--- config.mk ---
export PLATFORM = sky130hd
export DESIGN_NAME = gaus_accum_flat
export DESIGN_NICKNAME = d
export VERILOG_FILES = /design/src/rtl/gaus_pkg.sv /design/src/rtl/gaus_accum_if.sv /design/src/rtl/gaus_accum.sv /design/src/flat_wrapper.sv
export SDC_FILE = /design/constraint.sdc
export NUM_CORES = 1
export LEC_CHECK = 0
export BUFFER_PORTS_ARGS = -buffer_cell sky130_fd_sc_hd__buf_4
export CAP_MARGIN = 10
export CORE_ASPECT_RATIO = 1.75
export CORE_MARGIN = 5
export CORE_UTILIZATION = 53
export DETAILED_ROUTE_END_ITERATION = 8
export PLACE_DENSITY_LB_ADDON = 0.08
export SLEW_MARGIN = 30
export SYNTH_ARGS = -nofsm -noshare
export SYNTH_HDL_FRONTEND = slang
export SYNTH_SLANG_ARGS = --single-unit
--- constraint.sdc ---
create_clock -name clk -period 3.4 [get_ports clk]
set_input_delay 0.68 -clock clk [delete_from_list [all_inputs] [get_ports clk]]
set_output_delay 0.68 -clock clk [all_outputs]
set_load 0.01 [all_outputs]
--- src/rtl/gaus_pkg.sv ---
// Shared constants, state type and the shift-round-saturate helper for the Gaussian datapath.
package gaus_pkg;

  localparam int unsigned GAUS_TAPS  = 7;
  localparam int unsigned GAUS_SHIFT = 8;
  localparam int unsigned PIX_W      = 8;
  localparam int unsigned LINE_SUM_W = 16;

  // Width of the argument accepted by round_sat; wide enough for any accumulator plus rounding.
  localparam int unsigned RS_W = 32;

  typedef enum logic {
    StIdle,
    StAcc
  } gaus_state_e;

  typedef struct packed {
    logic             sat;
    logic [PIX_W-1:0] pix;
  } pix_sat_t;

  function automatic int unsigned acc_w(input int unsigned taps);
    return LINE_SUM_W + $clog2(taps);
  endfunction

  localparam int unsigned ACC_W = acc_w(GAUS_TAPS);

  function automatic pix_sat_t round_sat(input logic [RS_W-1:0] s, input int unsigned shift);
    logic [RS_W-1:0] r;
    pix_sat_t        o;
    if (shift == 0) begin
      r = s;
    end else begin
      r = (s + (RS_W'(1) << (shift - 1))) >> shift;
    end
    o.sat = (r > RS_W'((1 << PIX_W) - 1));
    o.pix = o.sat ? '1 : r[PIX_W-1:0];
    return o;
  endfunction

endpackage

--- src/rtl/gaus_accum_if.sv ---
// Line-sum input and pixel output bundle of the Gaussian accumulator.
interface gaus_accum_if;
  import gaus_pkg::*;

  logic                  line_valid;
  logic [LINE_SUM_W-1:0] line_sum;
  logic                  line_first;
  logic                  pix_valid;
  logic [PIX_W-1:0]      pix;
  logic                  pix_eol;
  logic                  err_misalign;
  logic                  err_sat;

  modport master (
    output line_valid, line_sum, line_first,
    input  pix_valid, pix, pix_eol, err_misalign, err_sat
  );

  modport slave (
    input  line_valid, line_sum, line_first,
    output pix_valid, pix, pix_eol, err_misalign, err_sat
  );

endinterface

--- src/rtl/gaus_accum.sv ---
// Accumulates TAPS line sums per pixel group, rounds/normalises by 2^SHIFT, saturates to 8 bits,
// tracks line position and flags framing and saturation errors.
module gaus_accum
  import gaus_pkg::*;
#(
  parameter int unsigned TAPS     = GAUS_TAPS,
  parameter int unsigned SHIFT    = GAUS_SHIFT,
  parameter int unsigned LINE_PIX = 640
) (
  input  logic               clk,
  input  logic               rst,
  gaus_accum_if.slave        bus
);

  localparam int unsigned AccW = acc_w(TAPS);
  localparam int unsigned CntW = (TAPS > 1) ? $clog2(TAPS) : 1;
  localparam int unsigned XW   = (LINE_PIX > 1) ? $clog2(LINE_PIX) : 1;

  gaus_state_e      r_state, w_state_nxt;
  logic [AccW-1:0]  r_acc, w_acc_nxt;
  logic [CntW-1:0]  r_cnt, w_cnt_nxt;
  logic [XW-1:0]    r_xpos, w_xpos_nxt;
  logic             r_pix_valid, w_pix_valid_nxt;
  logic [PIX_W-1:0] r_pix, w_pix_nxt;
  logic             r_pix_eol, w_pix_eol_nxt;
  logic             r_err_mis, w_err_mis_nxt;
  logic             r_err_sat, w_err_sat_nxt;

  logic [AccW:0]    w_sum;
  pix_sat_t         w_rs;
  logic             w_done;

  // acc is held at zero outside a group, so w_sum is also correct for a TAPS==1 completion.
  assign w_sum = (AccW+1)'(r_acc) + (AccW+1)'(bus.line_sum);
  assign w_rs  = round_sat(RS_W'(w_sum), SHIFT);

  always_comb begin
    w_state_nxt     = r_state;
    w_acc_nxt       = r_acc;
    w_cnt_nxt       = r_cnt;
    w_xpos_nxt      = r_xpos;
    w_pix_valid_nxt = 1'b0;
    w_pix_nxt       = r_pix;
    w_pix_eol_nxt   = 1'b0;
    w_err_mis_nxt   = r_err_mis;
    w_err_sat_nxt   = r_err_sat;
    w_done          = 1'b0;

    if (bus.line_valid) begin
      unique case (r_state)
        StIdle: begin
          if (bus.line_first) begin
            if (TAPS == 1) begin
              w_done = 1'b1;
            end else begin
              w_acc_nxt   = AccW'(bus.line_sum);
              w_cnt_nxt   = CntW'(1);
              w_state_nxt = StAcc;
            end
          end else begin
            w_err_mis_nxt = 1'b1;
          end
        end
        StAcc: begin
          if (bus.line_first) begin
            w_err_mis_nxt = 1'b1;
            w_acc_nxt     = AccW'(bus.line_sum);
            w_cnt_nxt     = CntW'(1);
          end else if (r_cnt == CntW'(TAPS - 1)) begin
            w_done = 1'b1;
          end else begin
            w_acc_nxt = w_sum[AccW-1:0];
            w_cnt_nxt = r_cnt + 1'b1;
          end
        end
      endcase
    end

    if (w_done) begin
      w_pix_valid_nxt = 1'b1;
      w_pix_nxt       = w_rs.pix;
      w_err_sat_nxt   = r_err_sat | w_rs.sat;
      w_pix_eol_nxt   = (r_xpos == XW'(LINE_PIX - 1));
      w_xpos_nxt      = w_pix_eol_nxt ? '0 : r_xpos + 1'b1;
      w_acc_nxt       = '0;
      w_cnt_nxt       = '0;
      w_state_nxt     = StIdle;
    end
  end

  always_ff @(posedge clk or posedge rst) begin
    if (rst) begin
      r_state     <= StIdle;
      r_acc       <= '0;
      r_cnt       <= '0;
      r_xpos      <= '0;
      r_pix_valid <= 1'b0;
      r_pix       <= '0;
      r_pix_eol   <= 1'b0;
      r_err_mis   <= 1'b0;
      r_err_sat   <= 1'b0;
    end else begin
      r_state     <= w_state_nxt;
      r_acc       <= w_acc_nxt;
      r_cnt       <= w_cnt_nxt;
      r_xpos      <= w_xpos_nxt;
      r_pix_valid <= w_pix_valid_nxt;
      r_pix       <= w_pix_nxt;
      r_pix_eol   <= w_pix_eol_nxt;
      r_err_mis   <= w_err_mis_nxt;
      r_err_sat   <= w_err_sat_nxt;
    end
  end

  assign bus.pix_valid    = r_pix_valid;
  assign bus.pix          = r_pix;
  assign bus.pix_eol      = r_pix_eol;
  assign bus.err_misalign = r_err_mis;
  assign bus.err_sat      = r_err_sat;

endmodule

--- src/flat_wrapper.sv ---
// flat-port wrapper written by rule: the top's interface ports become plain ports
module gaus_accum_flat import gaus_pkg::*;
#(
  parameter int unsigned TAPS     = GAUS_TAPS,
  parameter int unsigned SHIFT    = GAUS_SHIFT,
  parameter int unsigned LINE_PIX = 640
)
  (clk, rst, bus_line_valid, bus_line_sum, bus_line_first, bus_pix_valid, bus_pix, bus_pix_eol, bus_err_misalign, bus_err_sat);
  gaus_accum_if bus_i ();
  input  logic clk;
  input  logic rst;
  input wire logic [$bits(bus_i.line_valid)-1:0] bus_line_valid;
  input wire logic [$bits(bus_i.line_sum)-1:0] bus_line_sum;
  input wire logic [$bits(bus_i.line_first)-1:0] bus_line_first;
  output wire logic [$bits(bus_i.pix_valid)-1:0] bus_pix_valid;
  output wire logic [$bits(bus_i.pix)-1:0] bus_pix;
  output wire logic [$bits(bus_i.pix_eol)-1:0] bus_pix_eol;
  output wire logic [$bits(bus_i.err_misalign)-1:0] bus_err_misalign;
  output wire logic [$bits(bus_i.err_sat)-1:0] bus_err_sat;
  assign bus_i.line_valid = bus_line_valid;
  assign bus_i.line_sum = bus_line_sum;
  assign bus_i.line_first = bus_line_first;
  assign bus_pix_valid = bus_i.pix_valid;
  assign bus_pix = bus_i.pix;
  assign bus_pix_eol = bus_i.pix_eol;
  assign bus_err_misalign = bus_i.err_misalign;
  assign bus_err_sat = bus_i.err_sat;
  gaus_accum #(.TAPS(TAPS), .SHIFT(SHIFT), .LINE_PIX(LINE_PIX)) u_core (.clk(clk), .rst(rst), .bus(bus_i));
endmodule
==> impl_metrics.tcl <==
set metrics [dict create \
    gr-total-overflow 0 \
    hold_viol 0 \
    die_area_sq_mm 0.00737 \
    r2r_setup_slack_ns 0.18 \
    ys_seq_elements 45 \
    synth.net_count 375 \
    async_reset_ff_share_pct 100 \
    cts_num_sinks 45 \
    crit_cells 15 \
    critical_path_buf_inv_count 4 \
    ioPinCount 32 \
    wl_per_cell_microns 14.9 \
    gp_congestion 0.936 \
    synth_area_sq_mm 0.00302 \
    ys_warn_count 0 \
    numPortBuffers 31 \
    status "completed" \
    yosys.area.top_type "dfrtp_1" \
    critPathLaunchType "input pin" \
    crit-reg2reg-capture "u_core.bus.pix[7]" \
    cp_cell_sequence "buf_4, ha_1, fa_2, a21o_1, a221oi_4, o21ai_2, xor2_1, buf_4, buf_4, ha_1, inv_1, nor3_1, and3b_1, xor2_1, a21oi_1" \
    fin_tns_setup_ns 0 \
    htreeDepth 2 \
    netlist_instances 333 \
    totalWireLength_microns 7270 \
    drive_above_1_share_pct 27.4 \
    cap_violations 0 \
    fin_ws_ns 0.0681 \
    critPathTopFamily "compound AO/OA/AOI/OAI gates" \
    nets 453 \
    min_path_type "in2async" \
    cts_tree "yes" \
    placed_cells 475 \
    grt_pass1_vias 2770 \
    clock-root-buffer "clkbuf_8" \
    design_area_sq_mm 0.00381 \
    cp_max_fo 3 \
    synthTopCellsByArea "dfrtp_1 37%, ha_1 8.7%, a21oi_1 5.5%" \
    synth_edf_count 0 \
    crit_path_end_kind "flip-flop" \
    ctsHoldBuffers 0 \
    final_util_pct 68.8 \
    slew_headroom_pct 44.3 \
    drt_pass1_iterations 4 \
    synth_cell_type_count 57 \
    layout_min_cycle_time_ns 3.33 \
    fin_cells 488 \
    fp.coreArea_sq_mm 0.00554 \
    dpl_cell_area_sq_mm 0.00364 \
    vias 2735 \
    crit_type "in2reg" \
    fp.dieW_microns 67.1 \
    yosysSeqAreaShare_pct 37.3 \
    drtAntennaViolNets 0 \
    grt_usage_pct 21.6 \
    grt_pass1_wl_microns 12300 \
    rows 36 \
    route.detailed.drc 0 \
    synthToLayoutAreaGrowth_pct 26.2 \
    post-place-ws_ns -0.337 \
    arrival_ns 3.52 \
    maxSlewViolCount 0 \
    cpPeakStageDelay_ns 0.36 \
    synth_top_area_share_pct 37.3 \
    synth_ff_type "dfrtp_1" \
    crit_path_frequent_cell "buf_4" \
    reg2regPathDepth 14 \
    clockBufferDepth 2 \
    via_per_inst 5.60 \
    clk_pin_slew_ns 0.09 \
    max_freq_ghz 0.300 \
    drtIter0Drc 89 \
    synth_most_common_cell "dfrtp_1" \
    ir_worst_vdd_uv 274 \
    p_leak_nw 1.85 \
    antenna_found_initial 0 \
    insertion_delay_ns 0.30 \
    hpwl_microns 5680 \
    worst_pin_slew_ns 0.836 \
    postSynthAreaPerCell_sq_um 9.07 \
    ys_top_cells_by_count "45 x dfrtp_1, 36 x nor2_1, 33 x a21oi_1" \
    worstSetupStartpoint "bus_line_sum[0]" \
    start_util_pct 54.5 \
    numCtsBuffers 5 \
    endpoint "u_core.bus.pix[7]" \
    grt_max_degree 46 \
    setup_viol_count_final 0 \
    worstReg2RegStart "u_core.r_acc[0]" \
    cp.required_ns 3.59 \
    diodes 0 \
    slowest_stage "fa_2" \
    die_h_microns 110 \
    finalClockSkew_ns 0.00736 \
    p_per_area_mw_per_mm2 541 \
    fin_crit_sh_pct 98.0 \
]
## cells in the final DEF (no fill, tap or decap), types with 3 or more instances in the layout
cell / synthesis / final
nand4_1: 4 / 4
ha_1: 21 / 21
nor3_1: 12 / 12
clkbuf_8: 0 / 5
xor2_1: 12 / 11
a21oi_1: 33 / 33
nor2_1: 36 / 36
nand2_1: 31 / 30
buf_4: 2 / 82
a21o_1: 8 / 8
inv_1: 11 / 10
o21a_1: 3 / 3
nand3_1: 6 / 6
o31ai_1: 3 / 3
xnor2_1: 13 / 13
o21ai_0: 30 / 28
mux2i_1: 7 / 7
dfrtp_1: 45 / 45
## where the power goes
group	switching, W	internal (W)
clock	0.000198	0.000146
sequential	0.0000357	0.000589
combinational	0.000560	0.000532
## sequential cells by signal, indices dropped and copies added (netlist names)
register / cells
u_core.r_cnt: 3
u_core.bus.err_misalign: 1
u_core.bus.pix: 8
u_core.bus.pix_valid: 1
u_core.bus.err_sat: 1
u_core.r_state: 1
u_core.r_acc: 19
u_core.bus.pix_eol: 1
u_core.r_xpos: 10
## final cells by class
| cell class | count | area (sq um) |
|---|---|---|
| Timing Repair Buffer | 83 | 627 |
| Clock inverter | 3 | 21.3 |
| Sequential cell | 45 | 1130 |
| Fill cell | 473 | 1730 |
| Tap cell | 76 | 95.1 |
| Clock buffer | 5 | 68.8 |
| Multi-Input combinational cell | 265 | 1830 |
| Inverter | 11 | 42.5 |
## per-stage QoR
step / power, W / hold WS, ns
2_1_floorplan: 0.00128 / 0.441
3_3_place_gp: 0.00165 / 0.456
3_5_place_dp: 0.00167 / 0.472
4_1_cts: 0.00202 / 0.493
5_1_grt: 0.00222 / 0.497
6_report: 0.00206 / 0.488
## logic make-up (layout without fill, tap and decap cells)
family	Yosys count	after routing	share of synthesized area, %
AO/OA/AOI/OAI	103	103	22.6
XOR/XNOR	26	26	7.79
adder cells (fa/ha/maj)	22	22	9.36
buffers and inverters	23	102	3.40
flip-flops	45	45	37.3
multiplexers	8	8	2.69
AND/OR/NAND/NOR	106	106	16.9
## per-layer routing
metal	up-vias	track usage, %	part of all wire (%)
met3	15	2.66	2.4
met5	-	0	0
met4	0	7.55	2.2
li1	1346	-	-
met2	40	41.9	56
met1	1334	23.0	39
## repair_timing
action | 4_1_cts | 5_1_grt
pin swaps | 1 | 8
buffers inserted | 1 | 4
setup endpoints to repair | 7 | 8
gates resized for setup | 1 | 9
hold endpoints to repair | 0 | 0
## how the worst min path moves through the flow
stage / start / end
2_1_floorplan: u_core.r_xpos[6] / u_core.r_xpos[6]
3_3_place_gp: u_core.r_xpos[6] / u_core.r_xpos[6]
3_5_place_dp: u_core.bus.err_misalign / u_core.bus.err_misalign
4_1_cts: u_core.bus.err_misalign / u_core.bus.err_misalign
5_1_grt: u_core.r_xpos[6] / u_core.r_xpos[6]
6_report: rst / u_core.r_xpos[8]
(Power assumes the default switching activity.)
